<file path="config.mk">
export PLATFORM = sky130hd
export DESIGN_NAME = instr_dispatch
export DESIGN_NICKNAME = d
export VERILOG_FILES = /design/src/rtl/instr_dispatch.sv
export SDC_FILE = /design/constraint.sdc
export NUM_CORES = 1
export LEC_CHECK = 0
export CORE_AREA = 2 2 55 83
export DETAILED_ROUTE_END_ITERATION = 10
export DIE_AREA = 0 0 57 85
export PLACE_DENSITY = 0.75
export REMOVE_ABC_BUFFERS = 1
export SYNTH_ARGS = -nofsm -noshare
export SYNTH_HDL_FRONTEND = slang
export SYNTH_SLANG_ARGS = --single-unit
</file>
<file path="constraint.sdc">
create_clock -name clk -period 1.95 [get_ports clk]
set_input_delay 0.585 -clock clk [delete_from_list [all_inputs] [get_ports clk]]
set_output_delay 0.585 -clock clk [all_outputs]
set_load 0.005 [all_outputs]
</file>
<file path="src/rtl/instr_dispatch.sv">
// instr_dispatch: instruction sequencer driving the unit start/done handshake.
// Fetches 16-bit words (opcode[15:12], param1[11:6], param2[5:0]) from a
// synchronous program memory, issues a held one-hot start to the selected
// unit, waits for its done (or a timeout), then pulses donefetch and advances.
// Optional feature: define SINGLE_STEP_EN to add the step input and the
// STEPWAIT state, which gates every instruction boundary on step=1.
module instr_dispatch #(
    parameter int PC_W    = 8,
    parameter int NUNITS  = 4,
    parameter int TMO_CYC = 64
) (
    input  logic              clk,
    input  logic              rst,
    input  logic              run,
`ifdef SINGLE_STEP_EN
    input  logic              step,
`endif
    output logic              imem_en,
    output logic [PC_W-1:0]   imem_addr,
    input  logic [15:0]       imem_data,
    output logic [5:0]        parameter1,
    output logic [5:0]        parameter2,
    output logic [NUNITS-1:0] start,
    input  logic [NUNITS-1:0] done,
    output logic              donefetch,
    output logic [PC_W-1:0]   pc,
    output logic              busy,
    output logic              halted,
    output logic              err_illegal,
    output logic              err_timeout
);

    localparam int CNT_W = $clog2(TMO_CYC);

    typedef enum logic [2:0] {
        S_IDLE,
        S_FETCH,
        S_DECODE,
        S_ISSUE,
        S_CLEAR,
        S_HALTED
`ifdef SINGLE_STEP_EN
        , S_STEPWAIT
`endif
    } state_t;

    state_t           state, state_nxt, state_bound;
    logic [15:0]      ir;
    logic [CNT_W-1:0] cnt;
    logic [3:0]       dec_op;
    logic [3:0]       ir_op;
    logic             dec_unit;
    logic             dec_halt;
    logic             done_sel;
    logic             tmo_hit;

    assign dec_op   = imem_data[15:12];
    assign ir_op    = ir[15:12];
    assign dec_halt = (dec_op == 4'hF);
    assign dec_unit = (dec_op != 4'h0) && (int'(dec_op) <= NUNITS);
    // start is already masked to the selected unit, so unselected done bits drop out
    assign done_sel = |(done & start);
    assign tmo_hit  = (cnt == CNT_W'(TMO_CYC - 1));

    // State register
    always_ff @(posedge clk or negedge rst) begin
        if (!rst) begin
            state <= S_IDLE;
        end else begin
            state <= state_nxt;
        end
    end

    // Next-state selection; state_bound is where an instruction boundary leads
    always_comb begin
        state_nxt = state;
`ifdef SINGLE_STEP_EN
        state_bound = run ? S_STEPWAIT : S_IDLE;
`else
        state_bound = run ? S_FETCH : S_IDLE;
`endif
        case (state)
            S_IDLE:   if (run) state_nxt = S_FETCH;
            S_FETCH:  state_nxt = S_DECODE;
            S_DECODE: begin
                if (dec_halt)      state_nxt = S_HALTED;
                else if (dec_unit) state_nxt = S_ISSUE;
                else               state_nxt = state_bound;
            end
            S_ISSUE:  if (done_sel || tmo_hit) state_nxt = S_CLEAR;
            S_CLEAR:  state_nxt = state_bound;
            S_HALTED: if (!run) state_nxt = S_IDLE;
`ifdef SINGLE_STEP_EN
            S_STEPWAIT: begin
                if (!run)      state_nxt = S_IDLE;
                else if (step) state_nxt = S_FETCH;
            end
`endif
            default:  state_nxt = S_IDLE;
        endcase
    end

    // State-decoded outputs; start follows the state so reset drops it at once
    always_comb begin
        imem_en   = (state == S_FETCH);
        imem_addr = pc;
        donefetch = (state == S_CLEAR);
        halted    = (state == S_HALTED);
        busy      = (state != S_IDLE) && (state != S_HALTED);
        start     = '0;
        for (int unsigned i = 0; i < NUNITS; i++) begin
            start[i] = (state == S_ISSUE) && (ir_op == 4'(i + 1));
        end
    end

    // Datapath: instruction register, operands, pc, timeout counter, sticky flags
    always_ff @(posedge clk or negedge rst) begin
        if (!rst) begin
            pc          <= '0;
            ir          <= '0;
            parameter1  <= '0;
            parameter2  <= '0;
            cnt         <= '0;
            err_illegal <= 1'b0;
            err_timeout <= 1'b0;
        end else begin
            case (state)
                S_DECODE: begin
                    ir         <= imem_data;
                    parameter1 <= imem_data[11:6];
                    parameter2 <= imem_data[5:0];
                    if (!dec_unit && !dec_halt) begin
                        pc <= pc + PC_W'(1);
                        if (dec_op != 4'h0) err_illegal <= 1'b1;
                    end
                end
                S_ISSUE: begin
                    cnt <= cnt + CNT_W'(1);
                    if (tmo_hit && !done_sel) err_timeout <= 1'b1;
                end
                S_CLEAR: begin
                    cnt <= '0;
                    pc  <= pc + PC_W'(1);
                end
                default: ;
            endcase
        end
    end

endmodule

</file>
---- Word-level counts from Yosys, hierarchy flattened ----
Index checks and enable logic that the tools add are counted.
storage, ports and cells
  register bits ........................... 47
  word-level logic and storage cells ...... 60
cells by class
  add/subtract/negate cells ............... 2
  order comparisons ....................... 1
  eq/ne operators ......................... 16
  mux-type cells .......................... 10
  bitwise operators ....................... 1
  reductions and logical operators ........ 22
operator list
  kind                   number
  $pmux W3 S6            1
  $pmux W8 S2            1
  $mux W3                4
  $pmux W6 S2            1
  $add A8 B1 Y8 const B  1
  $eq A4 B2 Y1 const B   2
  $logic_and A1 B1 Y1    8
  $mux W8                1
  $ne A2 B2 Y1 const B   4
  $add A6 B1 Y6 const B  1
  $eq A3 B2 Y1 const B   2
  $eq A3 B3 Y1 const B   2
  $eq A6 B6 Y1 const B   1
  $reduce_and A3 Y1      2
  $and A4 B4 Y4          1
  $eq A4 B1 Y1 const B   1
  $eq A4 B3 Y1 const B   1
  $eq A4 B4 Y1 const B   1
  $le A4 B3 Y1 const B   1
  $reduce_and A2 Y1      2
  $reduce_bool A2 Y1     2
  $reduce_bool A4 Y1     1
  $reduce_or A4 Y1       1
  $eq A3 B1 Y1 const B   1
  other kinds (7)        9

---- Depth between registers and ports, before layout ----
Gate-level depths: netlist of the first run.
  depth in word-level cells ............... 7
  mapped depth ............................ 7

---- Least setup slack after synthesis of the first run ----
Ideal clock, no wire load.
  path kind ............................... input port to flip-flop
  from .................................... input imem_data[13]
  to ...................................... register pc[1], in the netlist imem_addr[1]
  library setup time ...................... 0.125 ns
  data arrival time ....................... 1.623 ns
  data required time ...................... 1.825 ns
  setup slack ............................. 0.202 ns
  stages on the path ...................... 4
  cells stage by stage .................... or4b_1 > nand4_2 > o21ai_4 > mux2_4
between the ends
  word-level cells in the longest chain between the ends .. 6
  elaborated cells between the ends (all ways) .. 9
  classes of those cells .................. order compare (1); eq/ne (2); reduce/logical (6)
ends and longest elaborated chain
  item                                                RTL line  source
  start: declaration                                  20        input logic [15:0] imem_data,
  $le A4 B3 Y1 or $reduce_bool A4 Y1 (tied branches)  60        assign dec_unit = (dec_op != 4'h0) && (int'(dec_op) <= NUNITS);
  $logic_and A1 B1 Y1                                 60
  $logic_not A1 Y1                                    132       if (!dec_unit && !dec_halt) begin
  $logic_and A1 B1 Y1 (*)                             132
  $ne A2 B2 Y1 (no source line) (*)                   -
  $reduce_and A2 Y1 (no source line) (*)              -
  end signal: assignment                              133       pc <= pc + PC_W'(1);
  end signal: assignment                              143       pc <= pc + PC_W'(1);
  end: declaration                                    26        output logic [PC_W-1:0] pc,
Every way passes the cells marked *; elsewhere a longest branch is shown, timed or not.
A chain may end at the register's enable or synchronous reset.

---- Worst setup path after layout of the first run ----
  from .................................... register state[0]
  to ...................................... output donefetch
between the ends
  word-level cells in the longest chain between the ends .. 1
ends and longest elaborated chain
  item                      RTL line  source
  start: declaration        47        state_t state, state_nxt, state_bound;
  start signal: assignment  70        state <= state_nxt;
  $eq A3 B3 Y1              107       donefetch = (state == S_CLEAR);
  end: declaration          25        output logic donefetch,
No other way between the ends.

==> impl_metrics.csv, run 1 <==
group,metric,value,unit
synthesis,synth_ff_type,"dfrtp_1",
placed_design,dp_slack,-0.3277,ns
sta,rsz0062_at_grt,"true",
global_route,grt_use_met2,0.2790,
global_route,grt_pass1_wl,6320,um
finish,final_area,0.002674,mm^2
floorplan,die_h,85,um
sta,max_slew_margin,0.7094,
placed_design,dpl_cell_area,0.002447,mm^2
global_route,grt.busiest_layer,"met2",
power_and_ir_drop,p_per_area,1447,mW/mm^2
finish,drive_gt1_frac,0.3605,
detailed_routing,firstDrtPassIters,4,
synthesis,ys_warn_count,0,
critical_path,required,1.36,ns
critical_path,path_max_fanout,4,
power_and_ir_drop,ir_drop,1.065,mV
finish,antenna_cells,0,
finish,fillers,344,
power_and_ir_drop,p_total,3868,uW
critical_path,rrSetupSlack,0.28,ns
run_status,failed_checks,"negative setup slack",
power_and_ir_drop,p_leak,0.001175,uW
min_path,hp-start,"err_timeout",
clocking,cts_num_sinks,35,
critical_path,critPathKind,"reg2out",
floorplan,rows,29,
min_path,hold_end,"err_timeout",
global_route,grt_max_degree,36,
synthesis,synth_edf_count,0,
detailed_routing,avgRoutedWirePerCell,14.67,um
synthesis,netlist_area,0.001802,mm^2
global_route,grt_overflow,0,
critical_path,crit_start,"state[0]",
placed_design,port_buffers,60,
critical_path,critPathCaptureType,"primary output",
detailed_routing,drcViolationCount,0,
synthesis,synth.distinct_cells,40,
critical_path,reg2reg_from,"state[2]",
floorplan,pin_count,61,
finish,nNetsFinal,258,
sta,report.final.slew_viol_count,0,
detailed_routing,vias_per_cell,5.208,
sta,hold_violations,0,
global_route,grt_use_met1,0.2096,
sta,fin_ws,-0.003297,ns
critical_path,reg2regPathDepth,5,
critical_path,r2r-end,"ir[5]",
sta,fin_crit,1.953,ns
sta,post-route-period-util,1.002,
floorplan,core-area,0.004136,mm^2
synthesis,ys_ff_latch,35,
clocking,tritoncts,"built",
detailed_routing,drtIter0Drc,47,
clocking,clock-root-buffer,"clkbuf_8",
global_route,gr-usage-met3,0.05183,
critical_path,worstPathArrival,1.37,ns
critical_path,start_kind,"register",
run,maxCapViolCount,0,
clocking,clk_pin_slew,0.07,ns
clocking,clk_latency,0.29,ns
placed_design,hpwl,2721,um
sta,fin_tns_setup,-0.003297,ns
min_path,hold_path_class,"reg2reg",
global_route,antenna_found_initial,0,
min_path,min_path_cells,1,
detailed_routing,vias,1453,
finish,mostFrequentLayoutCell,"clkdlybuf4s50_1",
synthesis,yosysSeqAreaShare,0.4861,
floorplan,die_area,0.004845,mm^2
clocking,max-clock-path-buffers,2,
detailed_routing,drtAntennaViolNets,0,
sta,hold_ws,0.4793,ns
synthesis,syn_inst,161,
finish,layout_common_cells,"clkdlybuf4s50_1, dfrtp_1, buf_4, mux2_2, nand2_1",
placed_design,globalplace.congestion,0.8016,
synthesis,avgSynthCellArea,11.19,um^2
sta,fmax,0.5120,GHz
sta,fin_skew,0.006750,ns
global_route,first_global_vias,1375,
sta,tightest_slew,0.4358,ns
floorplan,die_w,57,um
detailed_routing,drt_wl_total,4094,um
sta,finalSetupViolCount,1,
synthesis,async_flop_share,1.000,
clocking,ctsHtreeMaxLevel,2,
clocking,cts_buffers,5,
run_status,status,"finished with violations",
floorplan,initial_utilization,0.4356,
finish,area_growth,48.40,%
global_route,grt_use_total,0.1676,
worst max path at each step:
stage                         endpoint  slack, ns  cells after the start
after detailed placement  imem_addr[1]      -0.33                      5
after CTS                     start[2]      -0.07                      6
after global routing          start[0]      -0.12                      5
after floorplan           imem_addr[1]      -0.13                      4
final                        donefetch     -0.003                      4
after global placement    imem_addr[1]      -0.31                      5
cell usage after synthesis (2+ instances only):
master    instances  area [um^2]
and3_1            4        25.02
or3b_2            2        17.52
nor2_1            6        22.52
nand3_1           5        25.02
buf_4            21        157.7
mux2_2           16        180.2
a31oi_1           2        12.51
buf_2             4        20.02
nand2_1          10        37.54
xor2_1            2        17.52
nand2b_1          3        18.77
xnor2_1           7        61.31
a21oi_1           2        10.01
nor3_1            2        10.01
dfrtp_1          35        875.8
o21ai_0           8        40.04
nand4_1           7        43.79
inv_1             2        7.510
ha_1              2        25.02
sequential cells by signal (all words and copies together), names as in the netlist:
| signal | cells |
|---|---|
| err_illegal | 1 |
| imem_addr | 8 |
| err_timeout | 1 |
| cnt | 6 |
| state | 3 |
| parameter1 | 5 |
| ir | 6 |
| parameter2 | 5 |
kinds of logic after synthesis:
group           count (synthesis)  share of synthesized area
compound gates                 20                    0.07640
xor+xnor                        9                    0.04375
flops                          35                     0.4861
buf+inv                        28                     0.1049
fa+ha+maj                       2                    0.01389
mux                            17                     0.1083
simple gates                   50                     0.1667
final cells by class:
| cell class | count | area [um^2] | area share |
|---|---|---|---|
| clock buffers | 5 | 68.82 | 0.02574 |
| clock inverters | 2 | 37.54 | 0.01404 |
| inverters | 3 | 11.26 | 0.004212 |
| multi-input cells | 98 | 824.5 | 0.3084 |
| flip-flops and latches | 35 | 877.1 | 0.3280 |
| well taps | 46 | 57.56 | 0.02153 |
| repair buffers | 90 | 797.0 | 0.2981 |
critical path, stage by stage, from the launching register on:
cell     delay (ns)
dfrtp_1        0.38
buf_4          0.16
or3b_4         0.39
inv_2          0.06
buf_2          0.10
report_power, final:
part	total [uW]	switching, uW	internal, uW
sequential	1270	254	1020
combinational	1960	735	1230
clock	630	257	373
per-stage QoR:
stage          utilization  instances
2_1_floorplan            -        136
3_3_place_gp        0.5917        264
3_5_place_dp        0.5917        264
4_1_cts             0.6319        276
5_1_grt             0.6464        279
6_report            0.6464        279
metal layers:
metal,part of all wire,up-vias
met3,0.064,3
met4,0.0078,0
li1,-,689
met1,0.40,701
met5,0,-
met2,0.53,60
timing repair:
| action | 4_1_cts | 5_1_grt |
|---|---|---|
| buffers inserted | 5 | 3 |
| hold buffers | 0 | 0 |
| resized for setup | 34 | 20 |
| endpoints found under the setup margin | 9 | 11 |
| pin swaps | 4 | 7 |
(Power assumes the default switching activity.)
==> run 2, diff against run 1 <==
Settings changed: ABC_AREA set to 1, CORE_AREA 2 2 55 83 to 2 2 57 85, DIE_AREA 0 0 57 85 to 0 0 59 87.
==> run 2 against run 1 <==
Against the previous run: area after synthesis up 8.5%; design area up 2.0%; the flow now finishes without violations; sequential power down 3%; largest cell class unchanged; clock power down 21%; largest power group unchanged; count of clock-buffer cells in the layout up 2.
==> impl_metrics.csv, run 2 <==
group,metric,value,unit
placed_design,dp_cells,344,
synthesis,ys_warn_count,0,
finish,fin_util,0.6158,
sta,fin_skew,0.006382,ns
finish,nNetsFinal,335,
detailed_routing,drt_wl_total,4408,um
sta,max_slew_margin,0.6966,
sta,post-route-period-util,0.9894,
floorplan,initial_utilization,0.4415,
floorplan,core-area,0.004429,mm^2
synthesis,netlist_area,0.001956,mm^2
detailed_routing,drtIter0Drc,51,
clocking,cts_num_sinks,35,
critical_path,critPathSlowestCell,"dfrtp_1",
synthesis,avgSynthCellArea,7.982,um^2
finish,drive_gt1_frac,0.1929,
critical_path,cpPeakStageDelay,0.41,ns
clocking,clk_pin_slew,0.07,ns
floorplan,pin_count,61,
floorplan,rows,30,
global_route,grt_max_degree,36,
critical_path,critPathCaptureType,"primary output",
global_route,grt_pass1_wl,7486,um
power_and_ir_drop,p_per_area,1368,mW/mm^2
synthesis,synth_edf_count,0,
synthesis,synth_ff_type,"dfrtp_1",
synthesis,yosysSeqAreaShare,0.4479,
finish,largest_reg_flops,8,
critical_path,critPathKind,"reg2out",
critical_path,worstPathArrival,1.34,ns
clocking,ctsHtreeMaxLevel,2,
global_route,first_global_vias,1722,
detailed_routing,drtAntennaViolNets,0,
synthesis,synth.distinct_cells,28,
synthesis,synth.top_cells.by_count,"nand2_1, dfrtp_1, inv_1",
run_status,status,"finished clean",
sta,hold_violations,0,
global_route,grt_use_total,0.1916,
synthesis,syn_inst,245,
clocking,cts_buffers,5,
finish,mostFrequentLayoutCell,"nand2_1",
critical_path,path_max_fanout,4,
placed_design,port_buffers,60,
synthesis,netlist.area_leader.share,0.4479,
finish,stdcell_count,359,
floorplan,die_w,59,um
floorplan,die_h,87,um
floorplan,die_area,0.005133,mm^2
critical_path,path_delay_family,"buffers and inverters",
finish,area_growth,39.48,%
critical_path,crit_buf_inv,4,
power_and_ir_drop,p_leak,0.001319,uW
clocking,clk_latency,0.28,ns
sta,fin_crit,1.929,ns
detailed_routing,avgRoutedWirePerCell,12.28,um
clocking,hold_buffers,0,
placed_design,globalplace.congestion,0.8004,
detailed_routing,firstDrtPassIters,4,
synthesis,async_flop_share,1.000,
sta,report.final.slew_viol_count,0,
run,maxCapViolCount,0,
detailed_routing,vias,1719,
critical_path,start_kind,"register",
global_route,grt_overflow,0,
placed_design,hpwl,3254,um
min_path,hold_path_class,"in2async",
finish,layout_common_cells,"nand2_1, clkdlybuf4s50_1, dfrtp_1, inv_1, buf_4",
clocking,tritoncts,"built",
sta,finalSetupViolCount,0,
sta,fmax,0.5183,GHz
critical_path,required,1.36,ns
power_and_ir_drop,ir_drop,0.7033,mV
synthesis,yosysTopAreaCell,"dfrtp_1",
critical_path,worstPathCellList,"buf_4, buf_6, nand3_4, inv_1, dlygate4sd2_1",
global_route,antenna_found_initial,0,
detailed_routing,vias_per_cell,4.788,
sta,rsz0062_at_grt,"true",
finish,fillers,403,
synthesis,synth_most_common_cell,"nand2_1",
sta,tightest_slew,0.4551,ns
synthesis,ys_ff_latch,35,
detailed_routing,drcViolationCount,0,
finish,antenna_cells,0,
synthesis,ys_top_cells_by_area,"dfrtp_1, nand2_1, buf_4",
clocking,max-clock-path-buffers,2,
clocking,clock-root-buffer,"clkbuf_8",
## run 2: cell types whose count changed after synthesis, moves of 5 or more
| cell | delta |
|---|---|
| inv_1 | +22 |
| mux2_2 | -16 |
| nand2_1 | +62 |
| nand2_2 | +5 |
| nand3_1 | +7 |
| nor2_1 | +11 |
| nor3_1 | +5 |
| o21ai_1 | +5 |
| xnor2_1 | -6 |
## run 2: path summary, 6_finish.rpt
check	start	end	slack (ns)	cells after the start
worst max-delay path	state[2]	halted	0.02	5
worst min-delay path	rst	parameter2[3]	0.33	2
worst max register to register	state[0]	parameter1[0]	0.24	9
worst min register to register	err_timeout	err_timeout	0.48	1
max in group asynchronous	rst	imem_addr[6]	1.29	2
min in group clk	err_timeout	err_timeout	0.48	1
## run 2: cells by family after synthesis
kind of cell,share of synthesized area
buffers and inverters,0.1471
DFF,0.4479
AOI/OAI and AO/OA,0.06654
adders and majority gates,0.01279
xor gates and xnor gates,0.02687
and+or+nand+nor,0.2988
## run 2: layout make-up
cell class	instances	area [um^2]	share of cell area
well taps	48	60.06	0.02202
flip-flops and latches	35	875.8	0.3211
clock buffers	7	76.32	0.02798
inverters	28	112.6	0.04128
clock inverters	1	5.005	0.001835
repair buffers	82	754.5	0.2766
multi-input cells	158	843.3	0.3092
## run 2: metrics by stage
step                      hold slack, ns  area, um^2   TNS, ns  setup slack (ns)  total power [uW]
after detailed placement          0.4651        2541  -0.06619          -0.02872              3040
after CTS                         0.3446        2728  -0.05186          -0.02570              3771
after global routing              0.3692        2728   -0.1551          -0.06227              4067
final                             0.3294        2728         0           0.02069              3730
after global placement            0.4480        2541  -0.02010          -0.01940              2981
after floorplan                   0.2894        1773         0            0.3766              2084
## run 2: report_power, final
part,switching [uW],total (uW),internal (uW)
Combinational,969,2010,1040
Clock,246,497,250
Sequential,223,1230,1000
Total,1440,3730,2290
## run 2: what timing repair did
action / 4_1_cts / 5_1_grt
setup buffers: 7 / 2
gates resized for setup: 37 / 7
setup endpoints to repair: 8 / 9
cloned: 0 / 0
pin swaps: 3 / 4
## run 2: metal layers
metal  up-vias  track usage  part of all wire
met4         0      0.05579             0.012
met1       785       0.2153              0.38
li1        888            -                 -
met2        42       0.3535              0.56
met3         4      0.04012             0.042
met5         -            0                 0
==> run 3, diff against run 2 <==
Settings changed: RECOVER_POWER set to 25.
==> run 3 against run 2 <==
Against the previous run: clock skew did not move; maximum frequency unchanged; via count did not move; sequential share of layout area is essentially flat; worst hold slack improved by 0.15 ns; critical path depth unchanged; register-to-register slack is essentially flat; critical path type unchanged; critical endpoint unchanged; largest cell class unchanged; largest power group unchanged.
==> impl_metrics.csv, run 3 (synthesis gave the netlist of run 2 again) <==
group,metric,value,unit
detailed_routing,vias,1719,
finish,fillers,404,
finish,drive_gt1_frac,0.1929,
finish,nNetsFinal,335,
floorplan,initial_utilization,0.4415,
detailed_routing,wl_met1,1693,um
sta,report.final.slew_viol_count,0,
power_and_ir_drop,p_leak,0.001319,uW
critical_path,r2r-end,"parameter1[0]",
critical_path,reg2regPathDepth,9,
floorplan,die_w,59,um
sta,hold_violations,0,
global_route,antenna_found_initial,0,
critical_path,endpoint,"halted",
power_and_ir_drop,p_per_area,1368,mW/mm^2
finish,largest_reg_flops,8,
detailed_routing,avgRoutedWirePerCell,12.28,um
critical_path,crit_start,"state[2]",
clocking,max-clock-path-buffers,2,
placed_design,globalplace.congestion,0.8004,
placed_design,dpl_cell_area,0.002541,mm^2
sta,finalSetupViolCount,0,
clocking,ctsHtreeMaxLevel,2,
global_route,grt_pass1_wl,7486,um
placed_design,dp_cells,344,
critical_path,required,1.36,ns
sta,tightest_slew,0.8823,ns
clocking,clk_latency,0.28,ns
critical_path,critPathKind,"reg2out",
critical_path,rrSetupSlack,0.24,ns
detailed_routing,routed.top_layer,"met4",
sta,post-route-period-util,0.9894,
finish,fin_util,0.6153,
detailed_routing,met3_length,186,um
clocking,tritoncts,"built",
clocking,hold_buffers,0,
clocking,cts_num_sinks,35,
sta,fin_skew,0.006382,ns
detailed_routing,drtIter0Drc,51,
finish,stdcell_count,359,
floorplan,die_area,0.005133,mm^2
global_route,first_global_vias,1722,
critical_path,start_kind,"register",
finish,mostFrequentLayoutCell,"nand2_1",
power_and_ir_drop,ir_drop,0.7033,mV
clocking,clk_pin_slew,0.07,ns
detailed_routing,drtAntennaViolNets,0,
finish,layout_common_cells,"nand2_1, clkdlybuf4s50_1, dfrtp_1, inv_1, buf_4",
placed_design,port_buffers,60,
detailed_routing,vias_per_cell,4.788,
critical_path,reg2reg_from,"state[0]",
detailed_routing,firstDrtPassIters,4,
run,maxCapViolCount,0,
sta,rsz0062_at_grt,"true",
floorplan,die_h,87,um
detailed_routing,drcViolationCount,0,
clocking,cts_buffers,5,
floorplan,core-area,0.004429,mm^2
critical_path,critPathCaptureType,"primary output",
min_path,hold_path_class,"reg2reg",
finish,antenna_cells,0,
run_status,status,"finished clean",
finish,area_growth,39.35,%
critical_path,worstPathArrival,1.34,ns
sta,fin_crit,1.929,ns
sta,fmax,0.5183,GHz
sta,max_slew_margin,0.4118,
global_route,grt_use_total,0.1916,
floorplan,pin_count,61,
clocking,clock-root-buffer,"clkbuf_8",
detailed_routing,drt_wl_total,4407,um
critical_path,path_max_fanout,4,
finish,final_area,0.002725,mm^2
detailed_routing,met2_length,2471,um
floorplan,rows,30,
placed_design,hpwl,3254,um
global_route,grt_max_degree,36,
global_route,grt_overflow,0,
## run 3: changes by cell type in the layout (fill, tap and decap cells not counted)
cell      previous run  this run
buf_4               18        17
clkbuf_2             2         3
## run 3: per-stage QoR
step,hold slack [ns],setup TNS (ns),total power [uW],setup WS (ns)
after CTS,0.3446,-0.05186,3771,-0.02570
after global routing,0.5036,-0.1551,4066,-0.06227
after global placement,0.4480,-0.02010,2981,-0.01940
final,0.4781,0,3729,0.02069
after detailed placement,0.4651,-0.06619,3040,-0.02872
after floorplan,0.2894,0,2084,0.3766
## run 3: cell type report
| class | instances | area, um^2 | share of cell area |
|---|---|---|---|
| tap | 48 | 60.06 | 0.02204 |
| clock buffer | 7 | 76.32 | 0.02801 |
| sequential | 35 | 875.8 | 0.3214 |
| inverter | 28 | 112.6 | 0.04132 |
| timing repair buffer | 82 | 752.0 | 0.2759 |
| clock inverter | 1 | 5.005 | 0.001837 |
| multi-input combinational | 158 | 843.3 | 0.3095 |
## run 3: metal layers
metal / track usage / up-vias
li1: - / 888
met1: 0.2153 / 785
met2: 0.3535 / 42
met3: 0.04012 / 4
met4: 0.05579 / 0
met5: 0 / -
## run 3: critical path: stages, from the launching register on
cell and delay [ns]:
dfrtp_1 0.41, buf_4 0.15, buf_6 0.13, nand3_4 0.07, inv_1 0.05, dlygate4sd2_1 0.25
## run 3: what timing repair did
action	in CTS	in global routing
gates cloned	0	0
setup buffers	7	2
gates resized for setup	37	7
pin swaps	3	4
setup endpoints to repair	8	9
## run 3: where the power goes
part | total [uW] | internal (uW) | switching [uW]
clock network | 497 | 250 | 246
registers | 1230 | 1000 | 223
logic | 2010 | 1040 | 969
total | 3730 | 2290 | 1440
## run 3: worst min path at each step
stage	cells past startpoint	end	startpoint	slack (ns)
final	1	err_timeout	err_timeout	0.48
after global routing	1	err_timeout	err_timeout	0.50
after CTS	2	parameter2[1]	rst	0.34
after detailed placement	2	parameter1[2]	parameter1[2]	0.47
after global placement	1	err_illegal	err_illegal	0.45
after floorplan	0	cnt[0]	rst	0.29
